==> src/rtl/vector_pkg.sv <==
// vector_pkg: op encodings and FSM states shared by the sequential vector lane.
package vector_pkg;
    localparam logic [3:0] OP_ADD    = 4'b0001;
    localparam logic [3:0] OP_XORI   = 4'b0010;
    localparam logic [3:0] OP_MOVI   = 4'b0011;
    localparam logic [3:0] OP_SUB    = 4'b0100;
    localparam logic [3:0] OP_LSL    = 4'b0101;
    localparam logic [3:0] OP_LSR    = 4'b0110;
    localparam logic [3:0] OP_ROR    = 4'b0111;
    localparam logic [3:0] OP_ROL    = 4'b1000;
    localparam logic [3:0] OP_ADDS   = 4'b1001;
    localparam logic [3:0] OP_REDSUM = 4'b1010;

    typedef enum logic [1:0] {IDLE, RUN, DONE} state_e;
endpackage

==> src/rtl/vector_lane_seq_if.sv <==
// vector_lane_seq_if: start/busy/done handshake, operands and results of the vector lane.
interface vector_lane_seq_if #(
    parameter int WIDTH = 8,
    parameter int LANES = 4,
    parameter int RW    = WIDTH + $clog2(LANES)
);
    logic                   start;
    logic [3:0]             op;
    logic [15:0]            imm16;
    logic [11:0]            shamt;
    logic [LANES*WIDTH-1:0] vector_Vs;
    logic [LANES*WIDTH-1:0] vector_Vt;
    logic                   busy;
    logic                   done;
    logic [LANES*WIDTH-1:0] vector_Vd;
    logic [RW-1:0]          red_out;

    modport master (output start, op, imm16, shamt, vector_Vs, vector_Vt,
                    input  busy, done, vector_Vd, red_out);
    modport slave  (input  start, op, imm16, shamt, vector_Vs, vector_Vt,
                    output busy, done, vector_Vd, red_out);
endinterface

==> src/rtl/vector_lane_alu.sv <==
// vector_lane_alu: combinational single-element ALU shared across all lanes.
module vector_lane_alu
    import vector_pkg::*;
#(
    parameter int WIDTH = 8
) (
    input  logic [3:0]       op,
    input  logic [WIDTH-1:0] a,
    input  logic [WIDTH-1:0] b,
    input  logic [WIDTH-1:0] k,
    input  logic [11:0]      shamt,
    output logic [WIDTH-1:0] y
);
    localparam int SW = $clog2(WIDTH);

    logic [SW-1:0]      r;
    logic               big;
    logic [WIDTH:0]     sum;
    logic [2*WIDTH-1:0] rr;
    logic [2*WIDTH-1:0] rl;

    // WIDTH is a power of two, so the low shamt bits give the rotate amount mod WIDTH
    assign r   = shamt[SW-1:0];
    assign big = shamt >= 12'(WIDTH);
    assign sum = {1'b0, a} + {1'b0, b};
    assign rr  = {a, a} >> r;
    assign rl  = {a, a} << r;

    always_comb begin
        y = '0;
        case (op)
            OP_ADD:  y = sum[WIDTH-1:0];
            OP_XORI: y = a ^ k;
            OP_MOVI: y = k;
            OP_SUB:  y = a - b;
            OP_LSL:  y = big ? '0 : a << r;
            OP_LSR:  y = big ? '0 : a >> r;
            OP_ROR:  y = rr[WIDTH-1:0];
            OP_ROL:  y = rl[2*WIDTH-1:WIDTH];
            OP_ADDS: y = sum[WIDTH] ? '1 : sum[WIDTH-1:0];
            default: y = '0;
        endcase
    end
endmodule

==> src/rtl/vector_lane_seq.sv <==
// vector_lane_seq: walks one shared ALU over the vector elements, one per cycle,
// accumulating a destination vector and a full-precision reduction sum.
module vector_lane_seq
    import vector_pkg::*;
#(
    parameter int WIDTH = 8,
    parameter int LANES = 4,
    parameter int RW    = WIDTH + $clog2(LANES)
) (
    input logic               clock,
    input logic               reset,
    vector_lane_seq_if.slave  bus
);
    localparam int IW = $clog2(LANES);

    state_e                 state_q, state_d;
    logic [IW-1:0]          idx_q, idx_d;
    logic [3:0]             op_q, op_d;
    logic [WIDTH-1:0]       k_q, k_d;
    logic [11:0]            shamt_q, shamt_d;
    logic [LANES*WIDTH-1:0] vs_q, vs_d, vt_q, vt_d, vd_q, vd_d;
    logic [RW-1:0]          red_q, red_d;
    logic [WIDTH-1:0]       a, b, y;

    assign a = vs_q[idx_q*WIDTH +: WIDTH];
    assign b = vt_q[idx_q*WIDTH +: WIDTH];

    vector_lane_alu #(.WIDTH(WIDTH)) u_alu (
        .op    (op_q),
        .a     (a),
        .b     (b),
        .k     (k_q),
        .shamt (shamt_q),
        .y     (y)
    );

    always_comb begin
        state_d = state_q;
        idx_d   = idx_q;
        op_d    = op_q;
        k_d     = k_q;
        shamt_d = shamt_q;
        vs_d    = vs_q;
        vt_d    = vt_q;
        vd_d    = vd_q;
        red_d   = red_q;
        case (state_q)
            IDLE: if (bus.start) begin
                state_d = RUN;
                idx_d   = '0;
                op_d    = bus.op;
                k_d     = bus.imm16[WIDTH-1:0];
                shamt_d = bus.shamt;
                vs_d    = bus.vector_Vs;
                vt_d    = bus.vector_Vt;
                vd_d    = '0;
                red_d   = '0;
            end
            RUN: begin
                vd_d[idx_q*WIDTH +: WIDTH] = y;
                if (op_q == OP_REDSUM) red_d = red_q + RW'(a);
                idx_d = idx_q + 1'b1;
                if (idx_q == IW'(LANES-1)) state_d = DONE;
            end
            default: state_d = IDLE;
        endcase
    end

    always_ff @(posedge clock) begin
        if (reset) begin
            state_q <= IDLE;
            idx_q   <= '0;
            op_q    <= '0;
            k_q     <= '0;
            shamt_q <= '0;
            vs_q    <= '0;
            vt_q    <= '0;
            vd_q    <= '0;
            red_q   <= '0;
        end else begin
            state_q <= state_d;
            idx_q   <= idx_d;
            op_q    <= op_d;
            k_q     <= k_d;
            shamt_q <= shamt_d;
            vs_q    <= vs_d;
            vt_q    <= vt_d;
            vd_q    <= vd_d;
            red_q   <= red_d;
        end
    end

    assign bus.busy      = state_q == RUN;
    assign bus.done      = state_q == DONE;
    assign bus.vector_Vd = vd_q;
    assign bus.red_out   = red_q;
endmodule
==> src/flat_wrapper.sv <==
// flat-port wrapper written by rule: the top's interface ports become plain ports
module vector_lane_seq_flat import vector_pkg::*;
#(
    parameter int WIDTH = 8,
    parameter int LANES = 4,
    parameter int RW    = WIDTH + $clog2(LANES)
)
  (clock, reset, bus_start, bus_op, bus_imm16, bus_shamt, bus_vector_Vs, bus_vector_Vt, bus_busy, bus_done, bus_vector_Vd, bus_red_out);
  vector_lane_seq_if #(.WIDTH(WIDTH), .LANES(LANES), .RW(RW)) bus_i ();
  input logic clock;
  input logic reset;
  input wire logic [$bits(bus_i.start)-1:0] bus_start;
  input wire logic [$bits(bus_i.op)-1:0] bus_op;
  input wire logic [$bits(bus_i.imm16)-1:0] bus_imm16;
  input wire logic [$bits(bus_i.shamt)-1:0] bus_shamt;
  input wire logic [$bits(bus_i.vector_Vs)-1:0] bus_vector_Vs;
  input wire logic [$bits(bus_i.vector_Vt)-1:0] bus_vector_Vt;
  output wire logic [$bits(bus_i.busy)-1:0] bus_busy;
  output wire logic [$bits(bus_i.done)-1:0] bus_done;
  output wire logic [$bits(bus_i.vector_Vd)-1:0] bus_vector_Vd;
  output wire logic [$bits(bus_i.red_out)-1:0] bus_red_out;
  assign bus_i.start = bus_start;
  assign bus_i.op = bus_op;
  assign bus_i.imm16 = bus_imm16;
  assign bus_i.shamt = bus_shamt;
  assign bus_i.vector_Vs = bus_vector_Vs;
  assign bus_i.vector_Vt = bus_vector_Vt;
  assign bus_busy = bus_i.busy;
  assign bus_done = bus_i.done;
  assign bus_vector_Vd = bus_i.vector_Vd;
  assign bus_red_out = bus_i.red_out;
  vector_lane_seq #(.WIDTH(WIDTH), .LANES(LANES), .RW(RW)) u_core (.clock(clock), .reset(reset), .bus(bus_i));
endmodule
==> config.mk <==
export PLATFORM = sky130hd
export DESIGN_NAME = vector_lane_seq_flat
export DESIGN_NICKNAME = d
export VERILOG_FILES = /design/src/rtl/vector_pkg.sv /design/src/rtl/vector_lane_seq_if.sv /design/src/rtl/vector_lane_alu.sv /design/src/rtl/vector_lane_seq.sv /design/src/flat_wrapper.sv
export SDC_FILE = /design/constraint.sdc
export NUM_CORES = 1
export LEC_CHECK = 0
export ABC_CLOCK_PERIOD_IN_PS = 3500
export BUFFER_PORTS_ARGS = -buffer_cell sky130_fd_sc_hd__buf_4
export CORE_MARGIN = 2
export CORE_UTILIZATION = 51
export DETAILED_ROUTE_END_ITERATION = 10
export PLACE_DENSITY_LB_ADDON = 0.15
export RECOVER_POWER = 50
export SETUP_SLACK_MARGIN = 0.05
export SLEW_MARGIN = 20
export SYNTH_ARGS = -nofsm -noshare
export SYNTH_HDL_FRONTEND = slang
export SYNTH_HIERARCHICAL = 1
export SYNTH_SLANG_ARGS = --single-unit
==> constraint.sdc <==
create_clock -name clock -period 3.5 [get_ports clock]
set_clock_uncertainty 0.15 [all_clocks]
set_input_delay 0 -clock clock [delete_from_list [all_inputs] [get_ports clock]]
set_output_delay 0 -clock clock [all_outputs]
set_load 0.1 [all_outputs]
; Word level (Yosys, flattened, before mapping)
; Cells that the tools add are included.
[totals]
regBits = 134
in_bits = 99
[classes]
addsub = 5
bitwise = 1
eq_ne = 16
n_reduce_logical = 6
mux = 15
order_cmp = 1
n_shift = 8
[ops]
columns = cell, count
row1 = 8-bit case mux with 9 select lines, 1
row2 = 32-bit case mux with 2 select lines, 1
row3 = 32-bit by 6-bit variable part select with 8-bit output, 2
row4 = 5-bit negator with 34-bit output, 1
row5 = "8-bit by 34-bit variable shift with 32-bit output, first input constant", 1
row6 = 8-bit by 34-bit variable part select with 32-bit output, 1
row7 = 32-bit bitwise mux, 1
row8 = 32-bit two-way mux, 1
row9 = 8-bit two-way mux, 3
row10 = 10-bit two-way mux, 2
row11 = 10-bit case mux with 2 select lines, 1
row12 = "4-bit by 3-bit equality test with 1-bit output, second input constant", 4
row13 = 16-bit by 3-bit << shifter with 16-bit output, 1
row14 = 16-bit by 3-bit right shift with 8-bit output, 1
row15 = "4-bit equality test, second input constant", 3
row16 = "12-bit by 4-bit greater-or-equal comparator with 1-bit output, second input constant", 1
row17 = 10-bit by 8-bit adder with 10-bit output, 1
row18 = 8-bit by 8-bit adder with 9-bit output, 1
row19 = "4-bit by 2-bit equality test with 1-bit output, second input constant", 2
row20 = 2-bit case mux with 2 select lines, 2
row21 = 8-bit by 3-bit << shifter with 8-bit output, 1
row22 = 8-bit by 3-bit right shift with 8-bit output, 1
row23 = 8-bit subtractor, 1
row24 = 8-bit XOR, 1
row25 = 11 further kinds, 17

; Longest topological paths before layout
; Gate-level depths: netlist of run 1.
[depth]
word_depth = 7
ltp_mapped = 15

; By module
; Netlist of run 1, hierarchy kept.
[by_module_without_submodules]
columns = module, cells_each, seq_area_each_um2, area_each_um2, n_inst
row1 = vector_lane_seq, 634, 2682.6, 5609.1, 1
row2 = vector_lane_alu, 266, 0.0, 1849.3, 1

; Least setup slack after synthesis of run 1
; No wires, ideal clock.
[synth_path]
path_kind = register to register
start = reg u_core.idx_q[0]
end = reg u_core.vd_q[31], in the netlist u_core/bus.vector_Vd[31]
slack_ps = 12
stages_incl_launch_ff = 14
t_arrival_ps = 3210
n_path_buf = 2
required_time_ps = 3222
cell_sequence = dfxtp_1 buf_2 buf_2 mux4_2 ha_1 fa_1 nor2b_1 o21ai_1 a311o_1 a211o_2 a21boi_1 o2111ai_1 a22oi_1 nor2_1
[synth_between]
elab_chain_cells = 7
[synth_rtl]
columns = element, line
row1 = "start, declared", vector_lane_seq.sv:17  ; logic [IW-1:0] idx_q, idx_d;
row2 = "start signal, assigned", vector_lane_seq.sv:82  ; idx_q <= idx_d;
row3 = 32-bit by 6-bit variable part select with 8-bit output (*), vector_lane_seq.sv:26  ; assign b = vt_q[idx_q*WIDTH +: WIDTH];
row4 = via u_core.b[0], vector_lane_seq.sv:23  ; logic [WIDTH-1:0] a, b, y;
row5 = 8-bit by 8-bit adder with 9-bit output, vector_lane_alu.sv:25  ; assign sum = {1'b0, a} + {1'b0, b};
row6 = 8-bit two-way mux, vector_lane_alu.sv:40  ; OP_ADDS: y = sum[WIDTH] ? '1 : sum[WIDTH-1:0];
row7 = 8-bit case mux with 9 select lines (*), vector_lane_alu.sv:31  ; case (op)
row8 = via u_core.y[7], vector_lane_seq.sv:23
row9 = 8-bit by 34-bit variable part select with 32-bit output (*), vector_lane_seq.sv:60  ; vd_d[idx_q*WIDTH +: WIDTH] = y;
row10 = 32-bit bitwise mux (*), vector_lane_seq.sv:60
row11 = 32-bit case mux with 2 select lines (*), vector_lane_seq.sv:47  ; case (state_q)
row12 = "end signal, assigned", vector_lane_seq.sv:88  ; vd_q <= vd_d;
row13 = "end, declared", vector_lane_seq.sv:21  ; logic [LANES*WIDTH-1:0] vs_q, vs_d, vt_q, vt_d, vd_q, vd_d;
; The timed path passes the listed nets; every way through them passes the cells marked *.
; A chain may end at the register's enable or synchronous reset.

; Worst setup path in the final report of run 1
[layout_path]
start = reg u_core.idx_q[0]
end = reg u_core.vd_q[15], in the netlist u_core/bus.vector_Vd[15]
; The elaborated chain is that of the path after synthesis.

==> impl_metrics.tcl, run 1 <==
set metrics [dict create \
    min_period_over_period_pct 95.2 \
    cts_buffer_depth 2 \
    synth_top_family_by_area "simple AND/OR/NAND/NOR gates" \
    mostFrequentLayoutCells "198 x nand2_1, 132 x dfxtp_1, 118 x a21oi_1" \
    synth-simple-area-share_pct 22.1 \
    hpwl_mm 14.1 \
    fmax_mhz 300 \
    synth_compound_area_share_pct 20.6 \
    ioPinCount 143 \
    setup-violations-final 0 \
    finalSetupTns_ps 0 \
    end_kind "flop" \
    tightest_slew_ps 1430 \
    worstPathRequired_ps 3700 \
    synth_nets 1029 \
    antenna_found_initial 0 \
    fp.dieH_um 125 \
    synthXorXnorAreaFrac_pct 1.88 \
    synthTopCellsByArea "dfxtp_1 36%, nand2_1 10%, a21oi_1 7.9%" \
    cts_tree "done" \
    crit_path_start "u_core/idx_q[0]$_SDFFE_PP0P_" \
    grt_pass1_wl_mm 34.8 \
    h-tree-depth 4 \
    final_common_cell "nand2_1" \
    status "finished, final reports clean" \
    dieArea_um2 15600 \
    drv_slew 0 \
    dp_cells 1186 \
    drt_iter0_drc 523 \
    reg2reg_depth 12 \
    stdcell_count 1316 \
    cts_inserted_buffers 17 \
    die_width_um 125 \
    grt_pass1_vias 6921 \
    n_antenna_cell 0 \
    viasPerCell 5.58 \
    synthCells 900 \
    avgSynthCellArea_um2 8.29 \
    async_reset_ff_share_pct 0 \
    p_leak_nw 3.92 \
    critical_path_class "flop to flop" \
    synth_top_cell_area_share_pct 36.0 \
    drtAntennaViolNets 0 \
    nets 1248 \
    core_area_um2 14400 \
    powerDensity_nw_per_um2 431 \
    cts.sinks 134 \
    ys_seq_area_share_pct 36.0 \
    clock_latency_ps 420 \
    path_max_fanout 8 \
    root_buffer "clkbuf_16" \
    cap_violations 0 \
    synth_edf_count 0 \
    hold_class "input port to flop" \
    max_slew_margin_pct 4.91 \
    grt_start_max_net_pins 104 \
    overflow 0 \
    fin_crit_ps 3330 \
    peakVddDrop_v 0.000348 \
    critPathLaunchType "flop" \
    yosys_warnings 6 \
    synth_ff_type "dfxtp_1" \
    clk_pin_slew_ps 60 \
    synth_area_um2 7460 \
    regToRegEndpoint "u_core/bus.vector_Vd[15]$_SDFFE_PP0P_" \
    syn_to_final_growth_pct 34.6 \
    rsz0062_at_grt "yes" \
    vias 7341 \
    final_layout_size_suffix_gt1_share_pct 17.9 \
    globalRouteTotalUtil_pct 27.5 \
    synthAdderAreaFrac_pct 5.33 \
    ys_ff_latch 134 \
    finalWeightedCongestion 0.966 \
    hold_viol_final 0 \
    yosysUniqueCellTypes 78 \
    start_util_pct 51.7 \
    synth_mux_area_share_pct 8.91 \
    num_rows 44 \
    wl_mm 22.0 \
    wire_per_inst_um 16.7 \
    portBuffers 134 \
    drc 0 \
    cp-endpoint "u_core/bus.vector_Vd[15]$_SDFFE_PP0P_" \
    r2r-start "u_core/idx_q[0]$_SDFFE_PP0P_" \
    firstDrtPassIters 5 \
    r2r_setup_slack_ps 170 \
    synth_area_leader_cell "dfxtp_1" \
    arrival_ps 3530 \
]
[per-layer routing]
metal,GRT usage (%),up-vias,wire length (um)
li1,-,3610,-
met1,35.4,3443,9650
met2,46.2,238,10700
met3,4.36,50,984
met4,11.7,0,659
met5,0,-,0
[worst min-delay path by stage]
stage / from / to / slack, ps / depth (start not counted)
6_report: reset / u_core/bus.red_out[2]$_SDFFE_PP0P_ / 100 / 2
5_1_grt: reset / u_core/bus.red_out[2]$_SDFFE_PP0P_ / 140 / 2
4_1_cts: bus_start / u_core/vt_q[15]$_SDFFE_PP0P_ / 40 / 4
3_5_place_dp: bus_vector_Vs[31] / u_core/vs_q[31]$_SDFFE_PP0P_ / 100 / 3
3_3_place_gp: bus_vector_Vs[26] / u_core/vs_q[26]$_SDFFE_PP0P_ / 100 / 3
2_1_floorplan: bus_vector_Vs[10] / u_core/vs_q[10]$_SDFFE_PP0P_ / -10 / 2
[final cells by class]
type | count | area, um2
Clock buffer | 22 | 474
Clock inverter | 10 | 120
Fill cell | 1139 | 4390
Inverter | 24 | 90.1
Multi-Input combinational cell | 683 | 4400
Sequential cell | 134 | 2690
Tap cell | 184 | 230
Timing Repair Buffer | 259 | 2040
[cell usage after synthesis, types with 4 or more instances]
library cell    n
dfxtp_1       134
mux2i_1        18
mux4_2         19
o31ai_1         4
nor3_1         12
a21oi_1       118
o21a_1          8
a21o_1          8
nor2b_1        15
nor2_1         73
ha_1           27
o2111ai_1       6
nand3_1        10
clkbuf_1       33
o21ai_0        12
mux2_2          5
o211ai_1        9
a22oi_1        33
nand2b_1        8
inv_1          22
buf_2          11
xnor2_1        14
nand4_1         5
buf_4          11
nand2_1       198
a211oi_1        7
[logic make-up after synthesis]
logic type               Yosys count
adder cells (fa/ha/maj)           30
multiplexers                      42
buffers and inverters             83
XOR/XNOR                          16
flip-flops                       134
AO/OA/AOI/OAI                    241
AND/OR/NAND/NOR                  354
[metrics by stage]
stage / area (um2) / setup slack, ps / power, mW / util (%) / hold WS (ps)
2_1_floorplan: 7460 / 66.3 / 2.21 / - / -14.0
3_3_place_gp: 8620 / 139 / 2.44 / 59.8 / 97.6
3_5_place_dp: 8620 / 84.4 / 2.45 / 59.8 / 105
4_1_cts: 10200 / 56.5 / 4.31 / 70.6 / 38.1
5_1_grt: 10000 / 12.4 / 4.48 / 69.6 / 135
6_report: 10000 / 170 / 4.32 / 69.6 / 101
[what timing repair did]
item                       CTS  global route
hold endpoints to repair    88             0
setup buffers                0             2
hold buffers                96             0
gates resized for setup      0             9
setup endpoints to repair    0            30
[power breakdown]
group	internal [mW]	switching [mW]	total [mW]
clock	1.11	0.687	1.80
combinational	0.397	0.484	0.881
sequential	1.59	0.0538	1.65
[flip-flops by register name, indices dropped and copies added, names as in the netlist]
signal and count:
u_core/bus.red_out 10, u_core/bus.vector_Vd 32, u_core/idx_q 2, u_core/k_q 8, u_core/op_q 4, u_core/shamt_q 12
u_core/state_q 2, u_core/vs_q 32, u_core/vt_q 32
[worst max-delay path: stages (launching register included)]
cell and delay [ps]:
dfxtp_2 400, buf_12 150, mux4_2 540, inv_1 80, ha_1 280, nand2b_4 160
a21o_1 180, a311o_1 360, a211o_2 370, a21boi_1 160, o2111ai_2 150, a22oi_1 150
nor2_1 130
(Power assumes the default switching activity.)
==> inputs of run 2 (changes only) <==
--- a/config.mk
+++ b/config.mk
@@ -6,9 +6,11 @@
 export NUM_CORES = 1
 export LEC_CHECK = 0
 export ABC_CLOCK_PERIOD_IN_PS = 3500
-export BUFFER_PORTS_ARGS = -buffer_cell sky130_fd_sc_hd__buf_4
+export BUFFER_PORTS_ARGS = -buffer_cell sky130_fd_sc_hd__clkbuf_2
+export CELL_PAD_IN_SITES_DETAIL_PLACEMENT = 1
+export CELL_PAD_IN_SITES_GLOBAL_PLACEMENT = 2
 export CORE_MARGIN = 2
-export CORE_UTILIZATION = 51
+export CORE_UTILIZATION = 30
 export DETAILED_ROUTE_END_ITERATION = 10
 export PLACE_DENSITY_LB_ADDON = 0.15
 export RECOVER_POWER = 50
==> run 2 against run 1 <==
Compared with the run above: the run now ends with hold timing, capacitance limit, slew limit left; worst hold slack lost 100 ps; final cell count grew 11%; sequential share of layout area shrank 0.12 points; critical path type unchanged; largest cell class unchanged.
==> impl_metrics.tcl, run 2 (synthesis results as in run 1) <==
set metrics [dict create \
    status "finished, violations left" \
    violations "hold timing, capacitance limit, slew limit" \
    fmax_mhz 301 \
    rsz0062_at_grt "yes" \
    ioPinCount 143 \
    grt_pass1_vias 7264 \
    fin_crit_ps 3320 \
    syn_to_final_growth_pct 35.2 \
    drv_slew 95 \
    critPathLaunchType "flop" \
    clock_latency_ps 430 \
    cap_violations 1 \
    postLayoutCoreUtil_pct 41.3 \
    start_util_pct 30.6 \
    mostFrequentLayoutCells "197 x nand2_1, 132 x dfxtp_1, 117 x a21oi_1" \
    crit_family "compound AO/OA/AOI/OAI gates" \
    grt-busiest-layer "met2" \
    crit_cells 12 \
    regToRegEndpoint "u_core/bus.vector_Vd[31]$_SDFFE_PP0P_" \
    wire_per_inst_um 17.4 \
    n_antenna_cell 0 \
    drt_iter0_drc 339 \
    post-place-ws_ps -45.3 \
    final_common_cell "nand2_1" \
    crit_path_start "u_core/idx_q[0]$_SDFFE_PP0P_" \
    hpwl_mm 18.1 \
    firstDrtPassIters 4 \
    end_kind "flop" \
    r2r-start "u_core/idx_q[0]$_SDFFE_PP0P_" \
    cts_inserted_buffers 17 \
    root_buffer "clkbuf_16" \
    drtAntennaViolNets 0 \
    tightest_slew_ps 1840 \
    clk_pin_slew_ps 70 \
    power_mw 4.35 \
    critPathSlowestCell "mux4_2" \
    cpPeakStageDelay_ps 550 \
    viasPerCell 4.91 \
    grt_util_met2_pct 32.1 \
    p_leak_nw 3.92 \
    min_period_over_period_pct 94.9 \
    final_layout_size_suffix_gt1_share_pct 20.4 \
    finalWeightedCongestion 0.819 \
    drc 0 \
    hold_class "input port to flop" \
    num_rows 57 \
    setup-violations-final 0 \
    finalWorstSetupSlack_ps 178 \
    max_slew_margin_pct -23.2 \
    reg2reg_depth 12 \
    worstPathRequired_ps 3710 \
    die_width_um 162 \
    overflow 0 \
    cts_buffer_depth 2 \
    core_area_um2 24400 \
    hold_slack_ps -0.0443 \
    met3_usage_pct 3.19 \
    fp.dieH_um 162 \
    arrival_ps 3530 \
    cts.sinks 134 \
    nets 1251 \
    portBuffers 134 \
    crit_chain "buf_6 > mux4_2 > inv_1 > ha_4 > nand2b_4 > a21o_1 > a311o_1 > a211o_4 > a21boi_2 > o2111ai_2 > a22oi_1 > nor2_1" \
    r2r_setup_slack_ps 180 \
    wl_mm 25.3 \
    h-tree-depth 4 \
    powerDensity_nw_per_um2 431 \
    antenna_found_initial 0 \
    grt_start_max_net_pins 95 \
    finalSetupTns_ps 0 \
    peakVddDrop_v 0.000178 \
    path_buf_inv 2 \
    globalRouteTotalUtil_pct 19.6 \
    hold_viol_final 1 \
    vias 7163 \
    cp-endpoint "u_core/bus.vector_Vd[31]$_SDFFE_PP0P_" \
    dieArea_um2 26100 \
    use_met1_pct 26.6 \
    path_max_fanout 8 \
    critical_path_class "flop to flop" \
    grt_pass1_wl_mm 40.2 \
    cts_tree "done" \
]
==> run 2: cell count changes in the layout (fill, tap and decap cells not counted), sizes merged <==
cell	before	now
buf	114	40
clkinvlp	5	2
clkinv	2	4
dlygate4sd3	96	88
inv	25	30
clkbuf	71	153
bufinv	2	1
==> run 2: stage by stage <==
stage,cell area [um2],std cells,hold slack [ps]
after floorplan,7460,900,-14.0
after global placement,8540,1335,80.2
after detailed placement,8540,1335,81.5
after CTS,10000,1456,3.61
after global routing,10100,1459,46.5
final,10100,1459,-0.0443
==> run 2: worst reg2reg max path: cells and delay by family, from the launching register on <==
family / cells / cell delay (ps)
AO/OA/AOI/OAI: 6 / 1440
adder cells (fa/ha/maj): 1 / 220
buffers and inverters: 2 / 280
flip-flops: 1 / 360
AND/OR/NAND/NOR: 2 / 270
multiplexers: 1 / 550
==> run 2: worst min path at each step <==
stage	cells after the start	to	slack, ps	startpoint
global route	2	u_core/bus.red_out[4]$_SDFFE_PP0P_	50	reset
global placement	3	u_core/shamt_q[4]$_SDFFE_PP0P_	80	bus_shamt[4]
floorplan	2	u_core/vs_q[10]$_SDFFE_PP0P_	-10	bus_vector_Vs[10]
CTS	2	u_core/bus.red_out[2]$_SDFFE_PP0P_	4	reset
finish	2	u_core/bus.red_out[2]$_SDFFE_PP0P_	-0.04	reset
detailed placement	3	u_core/vt_q[13]$_SDFFE_PP0P_	80	bus_vector_Vt[13]
==> run 2: power by group <==
group / internal [mW] / switching, mW / leakage, nW / total (mW)
Sequential: 1.59 / 0.0584 / 1.09 / 1.65
Clock: 1.04 / 0.768 / 0.284 / 1.80
Combinational: 0.386 / 0.508 / 2.55 / 0.894
==> run 2: what timing repair did <==
action / 4_1_cts / 5_1_grt
pin swaps: 4 / 7
hold endpoints to repair: 88 / 0
endpoints found under the setup margin: 8 / 26
hold buffers: 88 / 0
gates resized for setup: 7 / 15
setup buffers: 1 / 3
==> run 2: final cells by class <==
class	count	area [um2]
timing repair buffer	262	1830
fill	2926	14300
tap	324	405
clock inverter	13	135
inverter	24	90.1
clock buffer	19	453
sequential	134	2690
multi-input combinational	683	4490
==> run 2: metal layers <==
layer | wire length (um) | part of all wire, % | up-vias
li1 | - | - | 3619
met1 | 12100 | 48 | 3400
met2 | 12100 | 48 | 118
met3 | 711 | 2.8 | 26
met4 | 425 | 1.7 | 0
met5 | 0 | 0 | -
==> inputs of run 3 (changes only) <==
--- a/config.mk
+++ b/config.mk
@@ -11,6 +11,7 @@
 export CELL_PAD_IN_SITES_GLOBAL_PLACEMENT = 2
 export CORE_MARGIN = 2
 export CORE_UTILIZATION = 30
+export CTS_BUF_LIST = sky130_fd_sc_hd__clkbuf_2 sky130_fd_sc_hd__clkbuf_4 sky130_fd_sc_hd__clkbuf_8
 export DETAILED_ROUTE_END_ITERATION = 10
 export PLACE_DENSITY_LB_ADDON = 0.15
 export RECOVER_POWER = 50
==> run 3 against run 2 <==
Compared with the run above: the flow now finishes without violations; flip-flop and latch count did not move; non-clock buffer count increased by 46; first-iteration DRC count increased by 12%; critical path depth shrank 2; utilization rose by 1.2 points; power fell by 9.7%; cell area grew 2.9%; global-route usage is 0.69 points higher; sequential power hardly changed; fmax rose by 0.22%; sequential share of layout area down 0.76 points; critical path type unchanged.
==> impl_metrics.tcl, run 3 (synthesis results as in run 1) <==
set metrics [dict create \
    hpwl_mm 18.1 \
    arrival_ps 3520 \
    grt_pass1_vias 7617 \
    end_kind "flop" \
    status "finished, final reports clean" \
    mostFrequentLayoutCells "197 x nand2_1, 134 x dlygate4sd3_1, 132 x dfxtp_1" \
    grt_pass1_wl_mm 41.6 \
    power_switching_mw 1.29 \
    powerDensity_nw_per_um2 378 \
    drtAntennaViolNets 0 \
    ioPinCount 143 \
    setup-violations-final 0 \
    die_width_um 162 \
    reg2reg_depth 10 \
    fin_crit_ps 3310 \
    cts_tree "done" \
    critPathLaunchType "flop" \
    power_mw 3.93 \
    n_antenna_cell 0 \
    final_layout_size_suffix_gt1_share_pct 19.9 \
    rsz0062_at_grt "no" \
    placed_area_um2 8540 \
    pwr-share-comb_pct 24.1 \
    swShare_pct 32.9 \
    drv_slew 0 \
    firstDrtPassIters 4 \
    p_leak_nw 4.15 \
    fp.dieH_um 162 \
    final_common_cell "nand2_1" \
    wl_mm 26.2 \
    post-place-ws_ps -45.3 \
    worstPathRequired_ps 3700 \
    p_int_mw 2.63 \
    syn_to_final_growth_pct 39.2 \
    min_period_over_period_pct 94.7 \
    peakVddDrop_v 0.000191 \
    finalSetupTns_ps 0 \
    start_util_pct 30.6 \
    root_buffer "clkbuf_8" \
    cts.sinks 134 \
    vias 7400 \
    antenna_found_initial 0 \
    num_rows 57 \
    finalWorstSetupSlack_ps 186 \
    wire_per_inst_um 17.4 \
    nets 1297 \
    grt_start_max_net_pins 95 \
    viasPerCell 4.92 \
    max_slew_margin_pct 8.31 \
    drc 0 \
    drt_iter0_drc 380 \
    n_fill_cell 2932 \
    path_max_fanout 9 \
    globalRouteTotalUtil_pct 20.3 \
    cts_buffer_depth 2 \
    critical_path_class "flop to flop" \
    cts_inserted_buffers 17 \
    fmax_mhz 302 \
    portBuffers 134 \
    clk_pin_slew_ps 100 \
    hold_viol_final 0 \
    tightest_slew_ps 1380 \
    core_area_um2 24400 \
    h-tree-depth 4 \
    dieArea_um2 26100 \
    overflow 0 \
    cap_violations 0 \
    hold_slack_ps 59.7 \
    timing.hold.worst_path_depth 5 \
    pwr-share-clk_pct 33.9 \
    seqPwrFrac_pct 42.0 \
    final_cell_area_um2 10400 \
    finalWeightedCongestion 0.819 \
    hold_class "input port to flop" \
    clock_latency_ps 460 \
]
[run 3: cell types whose count changed in the layout (fill, tap and decap cells not counted), moves of 2 or more]
| cell | before | now |
|---|---|---|
| ha_1 | 23 | 25 |
| clkbuf_8 | 2 | 19 |
| ha_2 | 3 | 1 |
| dlygate4sd3_1 | 88 | 134 |
| clkbuf_2 | 90 | 92 |
| clkbuf_16 | 17 | 0 |
[run 3: cell type report]
cell class              count  area, um2  area share (%)
multi-input cells         683       4520            43.5
flip-flops and latches    134       2690            25.9
repair buffers            308       2280            22.0
well taps                 324        405            3.91
clock buffers              19        262            2.52
clock inverters            13        135            1.30
inverters                  24       90.1           0.868
[run 3: final timing paths]
check | startpoint | end | slack, ps
worst max-delay path | u_core/idx_q[1]$_SDFFE_PP0P_ | u_core/bus.vector_Vd[31]$_SDFFE_PP0P_ | 190
worst min-delay path | bus_start | u_core/idx_q[0]$_SDFFE_PP0P_ | 60
worst max register to register | u_core/idx_q[1]$_SDFFE_PP0P_ | u_core/bus.vector_Vd[31]$_SDFFE_PP0P_ | 190
worst min register to register | u_core/vt_q[2]$_SDFFE_PP0P_ | u_core/vt_q[2]$_SDFFE_PP0P_ | 310
[run 3: timing repair]
action | in CTS | in global routing
setup endpoints to repair | 8 | 26
buffers inserted | 1 | 3
endpoints found under the hold margin | 94 | 0
hold buffers | 134 | 0
pin swaps | 3 | 9
gates resized for setup | 6 | 19
[run 3: per-stage QoR]
| step | util [%] | std cells |
|---|---|---|
| 2_1_floorplan | - | 900 |
| 3_3_place_gp | 35.0 | 1335 |
| 3_5_place_dp | 35.0 | 1335 |
| 4_1_cts | 42.3 | 1502 |
| 5_1_grt | 42.6 | 1505 |
| 6_report | 42.6 | 1505 |
[run 3: critical path, stage by stage (launching register included)]
cell and delay (ps):
dfxtp_2 380, buf_12 130, mux4_2 530, ha_1 440, or3_1 390, o211ai_1 290
o22ai_2 160, mux2i_2 260, o2111ai_4 200, a22oi_2 210, nor2_1 60
[run 3: metal layers]
metal	wire [um]	part of all wire (%)	vias to the layer above	track usage (%)
met5	0	0	-	0
met4	287	1.1	0	4.63
met3	654	2.5	19	3.35
met2	12700	49	107	34.1
met1	12500	48	3567	27.6
li1	-	-	3707	-
[run 3: power groups by stage]
stage / combinational (mW) / sequential (mW) / clock [mW]
after floorplan: 0.531 / 1.68 / 0
after global placement: 0.789 / 1.68 / 0
after detailed placement: 0.790 / 1.68 / 0
after CTS: 0.919 / 1.65 / 1.38
after global routing: 1.04 / 1.66 / 1.44
final: 0.946 / 1.65 / 1.33
